==> src/rtl/alu_exec_stage.sv <==
// alu_exec_stage: issue/retire wrapper around the 16-bit combinational ALU.
// Holds operands on the ALU for an opcode-dependent settle time, registers
// the result and owns the CPSR flag register.
// Optional feature macro: ALU_EXEC_STICKY_ERR_EN (sticky fault flag).
module alu_exec_stage #(
  parameter int unsigned WIDTH     = 16,
  parameter int unsigned SHORT_LAT = 1,
  parameter int unsigned LONG_LAT  = 4
) (
  input  logic             clk,
  input  logic             rst_n,
  input  logic             in_valid,
  output logic             in_ready,
  input  logic [4:0]       in_opcode,
  input  logic [WIDTH-1:0] in_x,
  input  logic [WIDTH-1:0] in_y,
  input  logic             in_setflags,
  output logic [4:0]       alu_opcode,
  output logic [WIDTH-1:0] alu_x,
  output logic [WIDTH-1:0] alu_y,
  input  logic [WIDTH-1:0] alu_r,
  input  logic             alu_n,
  input  logic             alu_z,
  input  logic             alu_c,
  input  logic             alu_v,
  input  logic             alu_div_invalid,
  output logic             out_valid,
  input  logic             out_ready,
  output logic [WIDTH-1:0] out_r,
  output logic             out_wb,
  output logic             out_fault,
  output logic [3:0]       cpsr,
  output logic             err_sticky,
  input  logic             err_clr
);

  localparam int unsigned MAX_LAT = (LONG_LAT > SHORT_LAT) ? LONG_LAT : SHORT_LAT;
  localparam int unsigned CNT_W   = (MAX_LAT > 1) ? $clog2(MAX_LAT) : 1;

  typedef enum logic [1:0] {IDLE, EXEC, DONE} state_t;

  state_t             state_q;
  logic [CNT_W-1:0]   cnt_q;
  logic               in_ready_q;
  logic [4:0]         opcode_q;
  logic [WIDTH-1:0]   x_q;
  logic [WIDTH-1:0]   y_q;
  logic               setflags_q;
  logic               out_valid_q;
  logic [WIDTH-1:0]   out_r_q;
  logic               out_wb_q;
  logic               out_fault_q;
  logic [3:0]         cpsr_q;

  logic [CNT_W-1:0]   cnt_load_d;
  logic               capture_d;
  logic [WIDTH-1:0]   cap_r_d;
  logic               cap_wb_d;
  logic               cap_fault_d;
  logic [3:0]         cap_cpsr_d;

  // Settle-time selection for the incoming opcode (mul, div/mod, fp add/sub are long)
  always_comb begin
    cnt_load_d = CNT_W'(SHORT_LAT - 1);
    case (in_opcode)
      5'b00011, 5'b00100, 5'b01101, 5'b01110,
      5'b01111, 5'b10000, 5'b10001, 5'b10010: cnt_load_d = CNT_W'(LONG_LAT - 1);
      default: cnt_load_d = CNT_W'(SHORT_LAT - 1);
    endcase
  end

  // Retire classification: illegal, divide fault, compare, or normal writeback
  always_comb begin
    capture_d   = (state_q == EXEC) && (cnt_q == '0);
    cap_r_d     = alu_r;
    cap_wb_d    = 1'b1;
    cap_fault_d = 1'b0;
    cap_cpsr_d  = setflags_q ? {alu_n, alu_z, alu_c, alu_v} : cpsr_q;
    if (!((opcode_q <= 5'd18) || ((opcode_q >= 5'd24) && (opcode_q <= 5'd28)) ||
          (opcode_q == 5'd30))) begin
      cap_r_d     = '0;
      cap_wb_d    = 1'b0;
      cap_fault_d = 1'b1;
      cap_cpsr_d  = cpsr_q;
    end else if ((opcode_q == 5'b01101) && alu_div_invalid) begin
      cap_wb_d    = 1'b0;
      cap_fault_d = 1'b1;
      cap_cpsr_d  = cpsr_q;
    end else if ((opcode_q == 5'b00101) || (opcode_q == 5'b11110)) begin
      cap_r_d     = '0;
      cap_wb_d    = 1'b0;
    end
  end

  // Issue/execute/retire FSM with all outputs registered
  always_ff @(posedge clk or negedge rst_n) begin
    if (!rst_n) begin
      state_q     <= IDLE;
      cnt_q       <= '0;
      in_ready_q  <= 1'b0;
      opcode_q    <= '0;
      x_q         <= '0;
      y_q         <= '0;
      setflags_q  <= 1'b0;
      out_valid_q <= 1'b0;
      out_r_q     <= '0;
      out_wb_q    <= 1'b0;
      out_fault_q <= 1'b0;
      cpsr_q      <= '0;
    end else begin
      case (state_q)
        IDLE: begin
          in_ready_q <= 1'b1;
          if (in_valid && in_ready_q) begin
            opcode_q   <= in_opcode;
            x_q        <= in_x;
            y_q        <= in_y;
            setflags_q <= in_setflags;
            cnt_q      <= cnt_load_d;
            in_ready_q <= 1'b0;
            state_q    <= EXEC;
          end
        end
        EXEC: begin
          if (cnt_q != '0) begin
            cnt_q <= cnt_q - CNT_W'(1);
          end else begin
            out_r_q     <= cap_r_d;
            out_wb_q    <= cap_wb_d;
            out_fault_q <= cap_fault_d;
            cpsr_q      <= cap_cpsr_d;
            out_valid_q <= 1'b1;
            state_q     <= DONE;
          end
        end
        DONE: begin
          if (out_ready) begin
            out_valid_q <= 1'b0;
            in_ready_q  <= 1'b1;
            state_q     <= IDLE;
          end
        end
        default: state_q <= IDLE;
      endcase
    end
  end

`ifdef ALU_EXEC_STICKY_ERR_EN
  logic err_q;

  // Sticky fault flag: set on a faulting capture, set wins over clear
  always_ff @(posedge clk or negedge rst_n) begin
    if (!rst_n) begin
      err_q <= 1'b0;
    end else if (capture_d && cap_fault_d) begin
      err_q <= 1'b1;
    end else if (err_clr) begin
      err_q <= 1'b0;
    end
  end

  assign err_sticky = err_q;
`else
  logic unused_err_clr;

  assign unused_err_clr = err_clr;
  assign err_sticky     = 1'b0;
`endif

  assign in_ready   = in_ready_q;
  assign alu_opcode = opcode_q;
  assign alu_x      = x_q;
  assign alu_y      = y_q;
  assign out_valid  = out_valid_q;
  assign out_r      = out_r_q;
  assign out_wb     = out_wb_q;
  assign out_fault  = out_fault_q;
  assign cpsr       = cpsr_q;

endmodule

==> config.mk <==
export PLATFORM = sky130hd
export DESIGN_NAME = alu_exec_stage
export DESIGN_NICKNAME = d
export VERILOG_FILES = /design/src/rtl/alu_exec_stage.sv
export SDC_FILE = /design/constraint.sdc
export NUM_CORES = 1
export LEC_CHECK = 0
export CORE_AREA = 10 10 91 93
export CTS_BUF_LIST = sky130_fd_sc_hd__clkbuf_4
export DETAILED_ROUTE_END_ITERATION = 8
export DIE_AREA = 0 0 101 103
export PLACE_DENSITY = 0.85
export SYNTH_ARGS = -nofsm -noshare
export SYNTH_HDL_FRONTEND = slang
export SYNTH_SLANG_ARGS = --single-unit
==> constraint.sdc <==
create_clock -name clk -period 2 [get_ports clk]
set_input_delay 0.3 -clock clk [delete_from_list [all_inputs] [get_ports clk]]
set_output_delay 0.3 -clock clk [all_outputs]
set_load 0.01 [all_outputs]
== After elaboration in Yosys (flattened, before gate mapping) ==
Memory sizes are Yosys's and may differ from the RTL's.
Cells that the tools add are included.
Storage, ports and cells
  output and inout bits: 62
  bits in registers: 66
  memories kept: 1
  word-level logic and storage cells: 67
  bits in read-only memories: 64
Operators by class
  reduce and logical (&&, ||, !) cells: 18
  order comparisons: 3
  $add $sub $neg: 1
  muxes and demuxes: 21
  eq/ne operators: 9
  bitwise gates (word level): 2
Memories
  (name not given): depth 32, width 2, rd ports 1, clocked after Yosys merged registers in 0, write ports 0, RTL line 65  | case (in_opcode)
Operators with widths (count)
  $mux 16: 3
  $le 5x5->1 const B: 2
  $mux 2: 5
  $mux 1: 9
  $reduce_and 3->1: 3
  $reduce_bool 2->1: 4
  $ne 2x2->1 const B: 3
  $pmux 2 s3: 1
  $reduce_and 2->1: 3
  $eq 5x3->1 const B: 1
  $eq 5x4->1 const B: 1
  $eq 5x5->1 const B: 1
  $ge 5x5->1 const B: 1
  $reduce_and 5->1: 1
  $pmux 1 s2: 2
  $pmux 2 s2: 1
  $logic_and 1x1->1: 3
  $logic_or 1x1->1: 3
  $eq 2x1->1 const B: 1
  $eq 2x2->1 const B: 1
  $logic_not 2->1: 1
  $ne 2x1->1 const B: 1
  $not 1->1: 2
  $sub 2x1->2 const B: 1

== Longest topological paths before layout ==
Gate-level depths: netlist of the first run.
  depth after elaboration: 5
  gate-level depth with buffers: 7
  gate-level depth less buffers: 7

== Worst setup path before layout of the first run ==
OpenSTA, ideal clock, no wires.
  path kind: reg2reg
  start point: register cnt_q[0]
  end point: register cpsr_q[0] (netlist: cpsr[0])
  cell stages (with the launch flop): 8
  slack: 0.463 ns
  data arrival time: 1.412 ns
  required time: 1.875 ns
  buffers on the path: 0
  cell sequence: dfrtp_1 > inv_1 > ha_1 > nand2_2 > nor2_4 > nand2_1 > nor2_4 > mux2_2
Between the ends
  word-level cells in the longest chain between the ends: 3
RTL lines
  from (decl): RTL line 43  | logic [CNT_W-1:0] cnt_q;
  from (signal assigned): RTL line 119  | cnt_q <= cnt_load_d;
  from (signal assigned): RTL line 126  | cnt_q <= cnt_q - CNT_W'(1);
  $reduce_bool 2->1: RTL line 125  | if (cnt_q != '0) begin
  $not 1->1 (no line)
  $reduce_and 5->1 (no line)
  to (signal assigned): RTL line 131  | cpsr_q <= cap_cpsr_d;
  to (decl): RTL line 53  | logic [3:0] cpsr_q;
No other way between the ends.
A chain may end at the register's enable or synchronous reset.

== Final worst setup path of the first run ==
  start point: register opcode_q[2] (netlist: alu_opcode[2])
  end point: output port alu_opcode[2]
RTL lines
  from (decl): RTL line 45  | logic [4:0] opcode_q;
  from (signal assigned): RTL line 115  | opcode_q <= in_opcode;
  to (decl): RTL line 18  | output logic [4:0] alu_opcode,
No word-level cell between the ends.

==> results of run 1 <==
-- cells by family after synthesis --
family	synth area share, %
AOI/OAI and AO/OA	7.294
adders and majority gates	0.4586
buffers and inverters	3.073
DFF	60.55
muxes	16.93
other	0.1375
and+or+nand+nor	11.56
-- cells in the mapped netlist (2+ instances only) --
library cell,instances
a21oi_1,4
buf_2,4
buf_4,6
dfrtp_1,66
a31oi_1,2
inv_1,4
nor2b_1,2
nor2_4,2
mux2_2,39
or2_1,2
nor2_1,5
o21ai_1,10
o22ai_1,2
mux2_1,2
o21ai_0,9
nand2_1,47
-- power by group through the flow --
stage          clock network [uW]  logic, uW  registers (uW)
2_1_floorplan                   0       1310            2640
3_3_place_gp                    0       3160            2390
3_5_place_dp                    0       3240            2430
4_1_cts                       766       3250            2400
5_1_grt                       821       3480            2490
6_report                      730       3180            2390
-- cell type report --
cell class	count	share of cell area (%)
repair buffers	130	31.04
flip-flops and latches	66	39.63
multi-input cells	144	23.96
inverters	4	0.3603
well taps	80	2.402
clock inverters	4	0.4503
clock buffers	12	2.162
-- worst min path at each step --
stage	from	end	slack [ps]	cells past startpoint
final	rst_n	out_r[11]	430	3
after global routing	alu_r[15]	out_r[15]	420	3
after floorplan	rst_n	alu_opcode[0]	4	0
after CTS	alu_r[15]	out_r[15]	400	3
after global placement	rst_n	out_r[11]	320	2
after detailed placement	rst_n	out_r[15]	330	2
-- flip-flops by register name, indices dropped and copies added, names as in the netlist --
name,flops
cpsr,4
in_ready,1
alu_opcode,5
setflags_q,1
alu_x,16
cnt_q,2
out_fault,1
state_q,2
alu_y,16
out_r,16
out_wb,1
out_valid,1
-- placed cells by master (no fill, tap or decap), types with 2 or more instances in the layout --
master	count
nor2b_1	2
a21oi_1	4
mux2_1	2
o22ai_1	2
clkbuf_4	12
buf_4	5
inv_1	4
clkdlybuf4s50_1	122
nor2_4	2
dfrtp_1	66
o21ai_1	10
mux2_2	39
o21ai_0	9
clkinv_2	3
nor2_1	5
nand2_1	47
or2_1	2
a31oi_1	2
-- metal layers --
metal,wire [um],GRT usage [%]
met4,70,5.466
met1,2831,15.03
met2,3476,22.46
met3,791,6.568
met5,0,0
-- per-stage QoR --
step | cell area [um2] | worst slack, ps
after CTS | 4168 | 195.2
after floorplan | 2728 | 463.3
final | 4168 | 216.5
after global placement | 4049 | 199.6
after detailed placement | 4049 | 141.6
after global routing | 4168 | 117.8
-- repair_timing --
action | CTS | global route
gates resized for setup | 0 | 0
hold endpoints to repair | 66 | 0
hold buffers | 1 | 0
==> out/metrics.cfg, run 1 <==
[pwr]
vdd.ir_drop.worst_v = 0.0007250
powerDensity_mw_per_mm2 = 1512
power_frac_comb_pct = 50.4
p_int_uw = 4113
p_sw_share_pct = 34.74
p_leak_uw = 0.001753
p_seq_share_pct = 38.0
total_power_uw = 6303
power_frac_clock_pct = 11.6
power.switching_uw = 2190

[floorplanning]
ios = 126
die_y_um = 103
coreArea_mm2 = 0.006569
initial_core_util_pct = 41.52
die_area_mm2 = 0.01040
rows = 30
chipWidth_um = 101

[cells_and_area]
seqCellArea_mm2 = 0.001652
syn_to_final_growth_pct = 52.80
diodes = 0
drive_above_1_share_pct = 18.61
nFillCells = 520
fin_cells = 440
fin_nets = 420
utilization_pct = 63.45
multi_input_area_um2 = 998.5

[worst_setup_path]
path_buf_inv = 1
r2r_slack_ps = 390
cp-startpoint = alu_opcode[2]
critPathMaxFanout = 8
crit_family = buffers and inverters
path_depth = 1
worst_setup_path_end_kind = output pin
slowest_delay_ps = 610
crit_arrival_ps = 1480
crit_type = reg -> out
cp-endpoint = alu_opcode[2]
crit_required_ps = 1700
worst_r2r_path_depth = 7
r2r_start = cnt_q[0]
r2r-end = out_r[5]
path_cells = clkdlybuf4s50_1
critPathLaunchType = register
slowest_stage = clkdlybuf4s50_1

[placement]
place_inst = 423
io_buffer_count = 123
dpl.hpwl_um = 5567
routabilityCongestion = 0.7198

[timing]
whs_ps = 428.5
worst_pin_slew_ps = 618.2
grt_setup_unrepaired = no
fin_crit_sh_pct = 89.18
min_period_ps = 1784
finalSetupTns_ps = 0
fmax_ghz = 0.5607
finClkSkew_ps = 6.981
slew_headroom_pct = 58.78
finalMaxSlewViolations = 0
final_hold_viol_count = 0
finalSetupViolations = 0

[yosys]
synth.distinct_cells = 35
synth_top_cell_by_area = dfrtp_1
yosysWarnings = 0
synth_flop_cell = dfrtp_1
synth_area_mm2 = 0.002728
ys_seq_elements = 66
seq_area_frac_synth_pct = 60.55
synth_edf_count = 0
synth_top_cell_area_share_pct = 60.55
yosys-top-cells-area = dfrtp_1 (61%), mux2_2 (16%), nand2_1 (6.5%), o21ai_1 (1.8%), o21ai_0 (1.7%)
syn_nets = 290
synthArstFlopShare_pct = 100.0
synthCells = 225
syn_area_per_cell_um2 = 12.12

[drt]
drc = 0
drt_wl_total_um = 7170
vias = 2158
viasPerCell = 4.905
drt-initial-drc-count = 75
dr.pass1.iters = 5
wl_per_cell_um = 16.30
ant_nets = 0

[grt]
grt_antenna_before_repair = 0
grt_overflow = 0
grt_max_degree = 42
grt_pass1_wl_um = 11250
grt_pass1_vias = 2296
grt.total_usage_pct = 13.71

[clocking]
htree_num_levels = 3
clock-sinks = 66
clk_pin_slew_ps = 100
cts_made_buffers = 9
cts_tree = built
clock_latency_ps = 390
postCtsSetupRepairBufs = 0
cts_root_buf = clkbuf_4
cts.path.max_buffers = 2

[status]
outcome = finished clean

[run]
cap_violations = 0

[worst_hold_path]
worst_hold_path_type = in -> async

Power figures use the tool's default switching activity.
==> run 2, diff against run 1 <==
Settings changed: CORE_AREA 10 10 91 93 to 10 10 89 91, DIE_AREA 0 0 101 103 to 0 0 99 101, PLACE_DENSITY 0.85 to 0.88.
Clock period 2 ns to 2.2 ns, I/O delays scaled along.
==> out/metrics.cfg, run 2 (synthesis gave the netlist of run 1 again) <==
[status]
outcome = finished clean

[cells_and_area]
final_cell_mix = clkdlybuf4s50_1 (122), dfrtp_1 (66), nand2_1 (47)
fin_nets = 418
diodes = 0
drive_above_1_share_pct = 17.93
seqCellArea_mm2 = 0.001652
utilization_pct = 67.15
syn_to_final_growth_pct = 52.75
final_common_cell = clkdlybuf4s50_1
nFillCells = 469
multi_input_area_um2 = 998.5

[worst_setup_path]
r2r_slack_ps = 450
critPathMaxFanout = 8
worst_setup_path_end_kind = output pin
worst_r2r_path_depth = 6
crit_type = reg -> out
crit_arrival_ps = 1480
crit_family = buffers and inverters
cp-startpoint = alu_opcode[2]
slowest_stage = clkdlybuf4s50_1
cp-endpoint = alu_opcode[2]
path_buf_inv = 1
r2r-end = out_wb
slowest_delay_ps = 610
critPathLaunchType = register
path_depth = 1
crit_required_ps = 1870
path_cells = clkdlybuf4s50_1
r2r_start = cnt_q[0]

[worst_hold_path]
worst_hold_path_type = in -> reg

[placement]
routabilityCongestion = 0.7363
io_buffer_count = 123
dpl.hpwl_um = 5642

[timing]
fmax_ghz = 0.5525
finalSetupTns_ps = 0
finalMaxSlewViolations = 0
fin_crit_sh_pct = 82.27
grt_setup_unrepaired = no
final_hold_viol_count = 0
finalSetupViolations = 0
min_period_ps = 1810
slew_headroom_pct = 53.89
finClkSkew_ps = 13.88
worst_pin_slew_ps = 691.7

[floorplanning]
die_area_mm2 = 0.009999
ios = 126
rows = 29
die_y_um = 101
coreArea_mm2 = 0.006205
initial_core_util_pct = 43.96
chipWidth_um = 99

[clocking]
clock-sinks = 66
htree_num_levels = 3
postCtsSetupRepairBufs = 0
hold_buffers = 1
post_cts_resized = 0
cts_root_buf = clkbuf_4
cts_tree = built
clk_pin_slew_ps = 110
clock_latency_ps = 390
cts_made_buffers = 9
cts.path.max_buffers = 2

[pwr]
p_seq_share_pct = 37.6
p_leak_uw = 0.001750
power.switching_uw = 2002
p_sw_share_pct = 34.45
power_frac_clock_pct = 13.0
p_int_uw = 3809
power_frac_comb_pct = 49.4
vdd.ir_drop.worst_v = 0.0007947
powerDensity_mw_per_mm2 = 1395

[grt]
grt_max_degree = 40
grt_overflow = 0
grt_pass1_wl_um = 11940
grt.total_usage_pct = 14.58
grt_pass1_vias = 2353
grt_antenna_before_repair = 0

[drt]
vias = 2137
met2_length_um = 3485
met1Wirelength_um = 3050
drt-initial-drc-count = 42
ant_nets = 0
highest_layer = met4
drt_wl_total_um = 7252
drc = 0
dr.pass1.iters = 4
viasPerCell = 4.924
dr_wl_met3_um = 664
wl_per_cell_um = 16.71

[run]
cap_violations = 0

==> run 2: how the worst min path moves through the flow <==
stage / to / cells after the start / start / slack, ps
after floorplan: alu_opcode[0] / 0 / rst_n / 30
after global placement: out_r[9] / 1 / rst_n / 380
after detailed placement: out_r[11] / 1 / rst_n / 400
after CTS: out_r[8] / 3 / alu_r[8] / 440
after global routing: out_r[9] / 3 / alu_r[9] / 450
final: out_r[8] / 3 / alu_r[8] / 470
==> run 2: stage by stage <==
stage	cell area [um2]	hold slack [ps]	cells	total power (uW)	setup WS, ps
3_3_place_gp	4030	384.0	418	5005	386.5
2_1_floorplan	2728	34.41	225	3597	663.3
3_5_place_dp	4030	400.2	418	5142	312.0
6_report	4167	467.6	434	5811	390.1
5_1_grt	4167	450.6	434	6270	281.3
4_1_cts	4167	444.1	434	5914	364.7
==> run 2: final cells by class <==
| cell class | instances | area share, % |
|---|---|---|
| Tap cell | 77 | 2.312 |
| Sequential cell | 66 | 39.64 |
| Multi-Input combinational cell | 144 | 23.96 |
| Timing Repair Buffer | 128 | 30.69 |
| Clock inverter | 4 | 1.051 |
| Inverter | 4 | 0.3604 |
| Clock buffer | 11 | 1.982 |
==> run 2: power groups by stage <==
stage	logic (uW)	registers, uW	clock network, uW
final	2870	2180	758
after global routing	3150	2280	841
after CTS	2940	2190	788
after detailed placement	2930	2210	0
after global placement	2830	2170	0
after floorplan	1190	2400	0
==> run 2: metal layers <==
| metal | track usage (%) | up-vias |
|---|---|---|
| li1 | - | 1022 |
| met1 | 16.76 | 1026 |
| met2 | 23.80 | 83 |
| met3 | 6.310 | 6 |
| met4 | 4.961 | 0 |
| met5 | 0 | - |
==> run 3, diff against run 2 <==
Settings changed: CORE_AREA 10 10 89 91 to 10 10 96 98, DIE_AREA 0 0 99 101 to 0 0 106 108, PLACE_DENSITY 0.88 to 0.79.
Clock period 2.2 ns to 1.6 ns, I/O delays scaled along.
==> out/metrics.cfg, run 3 (synthesis gave the netlist of run 1 again) <==
[worst_setup_path]
path_buf_inv = 1
r2r-end = cpsr[3]
crit_family = simple AND/OR/NAND/NOR gates
worst_setup_path_end_kind = register
crit_arrival_ps = 1860
critPathLaunchType = register
crit_required_ps = 1880
critPathMaxFanout = 5
slowest_delay_ps = 390
r2r_start = alu_opcode[0]
slowest_stage = dfrtp_1
crit_type = reg -> reg
r2r_slack_ps = 30
worst_r2r_path_depth = 6
path_cells = buf_4 > and2b_1 > nand4_1 > nand3_2 > nor2_4 > mux2_2

[floorplanning]
coreArea_mm2 = 0.007447
rows = 32
die_area_mm2 = 0.01145
ios = 126
die_y_um = 108
initial_core_util_pct = 36.63
chipWidth_um = 106

[worst_hold_path]
min_path_cells = 3
hp-start = alu_r[7]
hold-path-endpoint = out_r[7]
worst_hold_path_type = in -> reg

[timing]
finalSetupTns_ps = 0
finalSetupViolations = 0
fin_crit_sh_pct = 98.26
fmax_ghz = 0.6361
min_period_ps = 1572
finClkSkew_ps = 20.42
setup_ws_ps = 27.80
final_hold_viol_count = 0
finalMaxSlewViolations = 0
grt_setup_unrepaired = yes

[clocking]
cts_tree = built
cts_root_buf = clkbuf_4
htree_num_levels = 3
cts.path.max_buffers = 2
clk_pin_slew_ps = 110
clock-sinks = 66
clock_latency_ps = 400
cts_made_buffers = 9

[grt]
grt_max_degree = 67
grt_pass1_vias = 2259
grt_overflow = 0
grt_antenna_before_repair = 0
grt_pass1_wl_um = 11560
grt.total_usage_pct = 12.47

[cells_and_area]
syn_to_final_growth_pct = 58.12
fin_nets = 426
diodes = 0
utilization_pct = 57.91
final_cell_mix = clkdlybuf4s50_1 (99), dfrtp_1 (63), nand2_1 (47)
final_common_cell = clkdlybuf4s50_1
drive_above_1_share_pct = 20.49
fin_area_mm2 = 0.004313

[pwr]
powerDensity_mw_per_mm2 = 1853
vdd.ir_drop.worst_v = 0.001032
p_leak_uw = 0.002005
total_power_uw = 7991

[drt]
dr.pass1.iters = 4
ant_nets = 0
vias = 2160
drt_wl_total_um = 7349
viasPerCell = 4.615
drt-initial-drc-count = 107
drc = 0
wl_per_cell_um = 15.70

[status]
outcome = finished clean

[placement]
place_ws_ps = -176.5
routabilityCongestion = 0.7079
placed_cell_area_mm2 = 0.004124
dpl.hpwl_um = 5519
io_buffer_count = 123

[run]
cap_violations = 0

run 3: how the worst max path moves through the flow:
stage / start / to / slack [ps] / cells after the start
floorplan: cnt_q[0] / cpsr[0] / 60 / 7
global placement: in_valid / alu_x[11] / -100 / 5
detailed placement: in_opcode[2] / cnt_q[0] / -180 / 6
CTS: out_r[11] / out_r[11] / 0.9 / 1
global route: alu_opcode[0] / cpsr[1] / -60 / 6
finish: alu_opcode[0] / cpsr[3] / 30 / 6
run 3: final cells by class:
type	instances	area, um2
fillers	677	3134
flip-flops and latches	66	1655
repair buffers	136	1403
multi-input cells	144	1008
well taps	102	127.6
clock buffers	11	82.58
clock inverters	5	21.27
inverters	4	15.01
run 3: through the flow:
step / hold WS, ps / std cells
finish: 366.4 / 468
global route: 351.5 / 468
CTS: 342.4 / 466
detailed placement: 285.4 / 448
global placement: 286.9 / 448
floorplan: -55.59 / 225
run 3: report_power, final:
part           internal [uW]  leakage (uW)  total [uW]  switching [uW]
combinational           2370       0.00115        4120            1760
sequential              2480      0.000793        2970             482
clock                    336     0.0000631         901             565
run 3: timing repair:
item / 4_1_cts / 5_1_grt
hold buffers: 1 / 0
buffers inserted: 1 / 2
cloned: 0 / 0
hold endpoints to repair: 66 / 0
pin swaps: 0 / 2
endpoints found under the setup margin: 6 / 29
resized for setup: 8 / 21
run 3: tightest hold or removal path, cell delays in order:
cell and delay [ps]:
clkdlybuf4s50_1 400, nand2_1 60, o21ai_1 50
run 3: metal layers:
layer  track usage [%]  share of wire [%]  up-vias
met5                 0                  0        -
met4             4.932                1.0        0
met3             5.294                8.3        8
met2             18.68                 46       81
met1             15.64                 45     1028
li1                  -                  -     1043
